**src/rtl/eth_pkg.sv**
```systemverilog
// eth_pkg: shared AXIS widths, arbiter state type and oversize threshold default.
package eth_pkg;
  localparam int AXIS_DATA_W = 64;
  localparam int AXIS_KEEP_W = AXIS_DATA_W / 8;
  localparam int DEF_MAX_BEATS = 1024;
  typedef enum logic [1:0] {IDLE, GNT0, GNT1} arb_state_e;
endpackage

```
**src/rtl/eth_tx_arb.sv**
```systemverilog
// eth_tx_arb: packet-granular 2-way round-robin arbiter onto the MAC TX AXI-Stream port.
module eth_tx_arb
  import eth_pkg::*;
#(
  parameter int DATA_WIDTH = AXIS_DATA_W,
  parameter int KEEP_WIDTH = DATA_WIDTH / 8,
  parameter int MAX_BEATS = DEF_MAX_BEATS
) (
  input  logic                  clk156,
  input  logic                  eth_rst_n,
  input  logic                  s0_axis_tvalid,
  output logic                  s0_axis_tready,
  input  logic [DATA_WIDTH-1:0] s0_axis_tdata,
  input  logic [KEEP_WIDTH-1:0] s0_axis_tkeep,
  input  logic                  s0_axis_tlast,
  input  logic                  s0_axis_tuser,
  input  logic                  s1_axis_tvalid,
  output logic                  s1_axis_tready,
  input  logic [DATA_WIDTH-1:0] s1_axis_tdata,
  input  logic [KEEP_WIDTH-1:0] s1_axis_tkeep,
  input  logic                  s1_axis_tlast,
  input  logic                  s1_axis_tuser,
  output logic                  m_axis_tvalid,
  input  logic                  m_axis_tready,
  output logic [DATA_WIDTH-1:0] m_axis_tdata,
  output logic [KEEP_WIDTH-1:0] m_axis_tkeep,
  output logic                  m_axis_tlast,
  output logic                  m_axis_tuser,
  output logic [1:0]            grant,
  output logic [31:0]           pkt_cnt0,
  output logic [31:0]           pkt_cnt1,
  output logic [1:0]            oversize
);
  localparam int BW = $clog2(MAX_BEATS + 1);
  arb_state_e state_q, state_d;
  logic last_srv_q, last_srv_d;
  logic [BW-1:0] beat_q, beat_d;
  logic [31:0] pkt_cnt0_q, pkt_cnt0_d, pkt_cnt1_q, pkt_cnt1_d;
  logic [1:0] oversize_q, oversize_d;
  logic sel1, busy, acc;
  always_comb begin
    sel1 = state_q == GNT1;
    busy = state_q != IDLE;
    m_axis_tvalid = busy && (sel1 ? s1_axis_tvalid : s0_axis_tvalid);
    m_axis_tdata = !busy ? '0 : sel1 ? s1_axis_tdata : s0_axis_tdata;
    m_axis_tkeep = !busy ? '0 : sel1 ? s1_axis_tkeep : s0_axis_tkeep;
    m_axis_tlast = busy && (sel1 ? s1_axis_tlast : s0_axis_tlast);
    m_axis_tuser = busy && (sel1 ? s1_axis_tuser : s0_axis_tuser);
    s0_axis_tready = state_q == GNT0 && m_axis_tready;
    s1_axis_tready = sel1 && m_axis_tready;
    acc = m_axis_tvalid && m_axis_tready;
    state_d = state_q;
    last_srv_d = last_srv_q;
    beat_d = beat_q;
    pkt_cnt0_d = pkt_cnt0_q;
    pkt_cnt1_d = pkt_cnt1_q;
    oversize_d = oversize_q;
    if (!busy) begin
      beat_d = '0;
      // On a tie, the port not served last wins.
      if (s0_axis_tvalid && (!s1_axis_tvalid || last_srv_q)) state_d = GNT0;
      else if (s1_axis_tvalid) state_d = GNT1;
    end else if (acc) begin
      if (beat_q != BW'(MAX_BEATS)) beat_d = beat_q + 1'b1;
      if (beat_d == BW'(MAX_BEATS)) oversize_d[sel1] = 1'b1;
      if (m_axis_tlast) begin
        state_d = IDLE;
        last_srv_d = sel1;
        pkt_cnt0_d = pkt_cnt0_q + {31'd0, !sel1};
        pkt_cnt1_d = pkt_cnt1_q + {31'd0, sel1};
      end
    end
  end
  always_ff @(posedge clk156) begin
    if (!eth_rst_n) begin
      state_q <= IDLE;
      last_srv_q <= 1'b1;
      beat_q <= '0;
      pkt_cnt0_q <= '0;
      pkt_cnt1_q <= '0;
      oversize_q <= '0;
    end else begin
      state_q <= state_d;
      last_srv_q <= last_srv_d;
      beat_q <= beat_d;
      pkt_cnt0_q <= pkt_cnt0_d;
      pkt_cnt1_q <= pkt_cnt1_d;
      oversize_q <= oversize_d;
    end
  end
  assign grant = {state_q == GNT1, state_q == GNT0};
  assign pkt_cnt0 = pkt_cnt0_q;
  assign pkt_cnt1 = pkt_cnt1_q;
  assign oversize = oversize_q;
endmodule

```
**config.mk**
```make
export PLATFORM = sky130hd
export DESIGN_NAME = eth_tx_arb
export DESIGN_NICKNAME = d
export VERILOG_FILES = /design/src/rtl/eth_pkg.sv /design/src/rtl/eth_tx_arb.sv
export SDC_FILE = /design/constraint.sdc
export NUM_CORES = 1
export LEC_CHECK = 0
export ABC_AREA = 1
export BUFFER_PORTS_ARGS = -buffer_cell sky130_fd_sc_hd__buf_2
export CAP_MARGIN = 20
export CORE_AREA = 2 2 117 119
export CTS_BUF_LIST = sky130_fd_sc_hd__clkbuf_4
export DETAILED_ROUTE_END_ITERATION = 6
export DIE_AREA = 0 0 119 121
export GPL_TIMING_DRIVEN = 0
export PLACE_DENSITY = 0.81
export SYNTH_ARGS = -nofsm -noshare
export SYNTH_HDL_FRONTEND = slang
export SYNTH_SLANG_ARGS = --single-unit
export TNS_END_PERCENT = 5
```
**constraint.sdc**
```tcl
create_clock -name clk156 -period 2.9 [get_ports clk156]
set_input_delay 0.725 -clock clk156 [delete_from_list [all_inputs] [get_ports clk156]]
set_output_delay 0.725 -clock clk156 [all_outputs]
set_load 0.005 [all_outputs]
```
==> impl_metrics.ini <==
[outcome]
status = finished clean

[power_and_ir_drop]
finalPower_mw = 2.36
switching_share_pct = 31.3
ir_drop_mv = 0.276
seqPwrFrac_pct = 47.6
p_switching_mw = 0.738
p_int_mw = 1.62
p_clk_share_pct = 27.1
p_per_area_nw_per_um2 = 332
p_leak_nw = 3.35
combPwrFrac_pct = 25.3

[floorplanning]
fp-row-count = 42
io_pins = 298
fp.dieH_um = 121
start_util_pct = 39.9
die_w_um = 119
core_area_um2 = 13100
die_area_um2 = 14400

[placement]
dpl.cell_count = 1267
globalplace.congestion = 1.01
io_buffers = 296
dp_hpwl_um = 20900

[logic_synthesis]
synthesis.yosys.warnings = 0
yosysSeqAreaShare_pct = 30.7
synth-seq-cells = 80
yosysUniqueCellTypes = 34
syn_area_um2 = 5220
syn_nets = 954
syn_inst = 795
avgSynthCellArea_um2 = 6.56

[clocking]
clkLatencyLatePin_ns = 0.44
cts_buffers = 9
hold_buffers = 0
root_buffer = clkbuf_4
htreeDepth = 3
clk_pin_slew_ns = 0.13
cts_buffer_depth = 2
cts_tree = built
post-cts-setup-buffers = 0
clock_sinks = 80

[routing]
drtPass1Iterations = 5
drt-total-wl_um = 25000
ant_nets = 0
drc = 0
wl_per_cell_um = 19.4
vias_per_cell = 5.45
drtIter0Drc = 709
via_count = 7019

[finish]
fillers = 1325
instances_no_fill = 1288
nets = 1261
syn2layout_area_growth_pct = 35.9
multi_input_area_um2 = 3220
drive_gt1_share_pct = 30.3
final_core_util_pct = 54.2
ff_latch_area_um2 = 1610

[grt]
overflow = 0
grt_pass1_vias = 6011
grt_max_degree = 13
grt_pass1_wl_um = 35500
track_usage_pct = 33.0
antenna_found_initial = 8

[sta]
min_period_ns = 2.77
rsz0062_at_grt = false
final.period_utilization_pct = 95.6
maxSlewHeadroom_pct = 50.1
tightestPinTransition_ns = 0.748
max_freq_mhz = 361
setup_violations = 0
hold_viol = 0
drv_slew = 0
fin_skew_ns = 0.0280

[critical_path]
crit_type = reg2out
crit_fanout = 10
cp-end-kind = output port
required_ns = 2.17
cp.arrival_ns = 2.05
crit_path_top_delay_cell = dfxtp_2
worstSetupStartpointType = flop
path_buf_inv = 3
critPathTopFamily = buffers and inverters
slowest_delay_ns = 0.45
crit_path_cell_trace = clkbuf_1 > buf_1 > a22o_1 > buf_2

[job]
max-cap-violations = 0

[hold_path]
min_path_type = reg2reg
## final timing paths
kind                                                   to  slack, ns                      from  cells after the start
worst min-delay path             oversize[1]$_SDFFE_PN0P_       0.46  oversize[1]$_SDFFE_PN0P_                      2
worst min register to register   oversize[1]$_SDFFE_PN0P_       0.46  oversize[1]$_SDFFE_PN0P_                      2
worst max-delay path                     m_axis_tdata[26]       0.13   state_q[0]$_SDFFE_PN0P_                      4
worst max register to register  pkt_cnt1[22]$_SDFFE_PN0P_       0.24   state_q[1]$_SDFFE_PN0P_                     14
## what timing repair did
action                                  CTS  global route
gates resized for setup                   7            10
pin swaps                                 0             1
endpoints found under the setup margin   65            46
## sequential cells by signal, summed over array words and instances, names as in the netlist
| signal | count |
|---|---|
| last_srv_q | 1 |
| beat_q | 11 |
| oversize | 2 |
| pkt_cnt0 | 32 |
| pkt_cnt1 | 32 |
| state_q | 2 |
## layout make-up
type / count / area share (%)
multi-input cells: 609 / 45.4
diodes: 8 / 0.282
well taps: 176 / 3.11
inverters: 75 / 3.97
repair buffers: 296 / 20.9
clock buffers: 9 / 0.953
plain buffers: 31 / 2.01
flip-flops and latches: 80 / 22.7
clock inverters: 4 / 0.688
## stage by stage
stage	worst slack, ns	hold slack [ns]	TNS [ns]	instance area (um2)
after global placement	-0.223	0.435	-0.957	6920
final	0.128	0.460	0	7090
after CTS	0.00485	0.462	0	7050
after detailed placement	-0.256	0.443	-1.16	6920
after floorplan	0.449	0.447	0	5220
after global routing	0.0287	0.507	0	7080
## power groups by stage
stage / Sequential [mW] / Combinational (mW) / Clock, mW
2_1_floorplan: 1.14 / 0.252 / 0
3_3_place_gp: 1.14 / 0.576 / 0
3_5_place_dp: 1.14 / 0.579 / 0
4_1_cts: 1.12 / 0.584 / 0.641
5_1_grt: 1.12 / 0.632 / 0.690
6_report: 1.12 / 0.596 / 0.638
## tightest hold or removal path, delay by kind of cell, from the launching register on
family                 cells  cell delay (ns)
flip-flops                 1             0.33
buffers and inverters      1             0.05
AO/OA/AOI/OAI              1             0.05
## metal layers
layer  wire length [um]  vias up  global-route usage [%]  share of wire [%]
met5                 23        -                       0              0.092
met4                613        4                    8.26                2.4
met3               3550       51                    13.0                 14
met2              10600      470                    49.1                 42
met1              10200     3177                    44.8                 41
li1                   -     3317                       -                  -
## cell usage after synthesis
cell	number	area share, %
a31oi_1	1	0.12
o21ai_0	31	3.0
nand2_1	181	13
dfxtp_1	80	31
o21bai_1	2	0.29
buf_4	2	0.29
nor3_1	22	2.1
clkbuf_1	22	1.6
nand4_1	18	2.2
a22o_1	73	12
a21boi_0	1	0.14
xnor2_1	10	1.7
inv_2	3	0.22
and3_1	4	0.48
o21a_1	1	0.14
and2_1	1	0.12
buf_1	5	0.36
ha_1	6	1.4
a21oi_1	55	5.3
nor3_2	1	0.19
o211ai_1	3	0.43
o21ai_2	1	0.17
a21oi_4	1	0.31
nor4_1	5	0.60
a211oi_1	4	0.58
xor2_1	17	2.9
nor2_4	2	0.43
nand3b_1	2	0.29
nor2_1	119	8.6
nand3_1	44	4.2
buf_2	2	0.19
nor3_4	1	0.31
nand2_2	3	0.36
inv_1	72	5.2
## cells in the final DEF (no fill, tap or decap), drive strengths merged
master	Yosys	routed
nor4	5	5
clkinvlp	0	2
a31oi	1	1
a211oi	4	4
o21bai	2	2
dfxtp	80	80
ha	6	6
nor2	121	121
xor2	17	17
a22o	73	73
xnor2	10	10
clkinv	0	1
nand3b	2	2
bufinv	0	1
o21a	1	1
o21ai	32	32
diode	0	8
a21boi	1	1
nand2	184	184
nand4	18	18
and2	1	1
buf	9	305
inv	75	75
a21oi	56	56
clkbuf	22	31
nand3	44	44
and3	4	4
o211ai	3	3
nor3	24	24
## kinds of logic (layout without fill, tap and decap cells)
group                    count (synthesis)  count (layout)  synth area share [%]
adder cells (fa/ha/maj)                  6               6                  1.44
buffers and inverters                  106             415                  7.82
AO/OA/AOI/OAI                          173             173                  22.7
XOR/XNOR                                27              27                  4.53
flip-flops                              80              80                  30.7
AND/OR/NAND/NOR                        403             403                  32.8
other                                    0               8                     0
No activity file was read; power rests on OpenSTA's default activity.
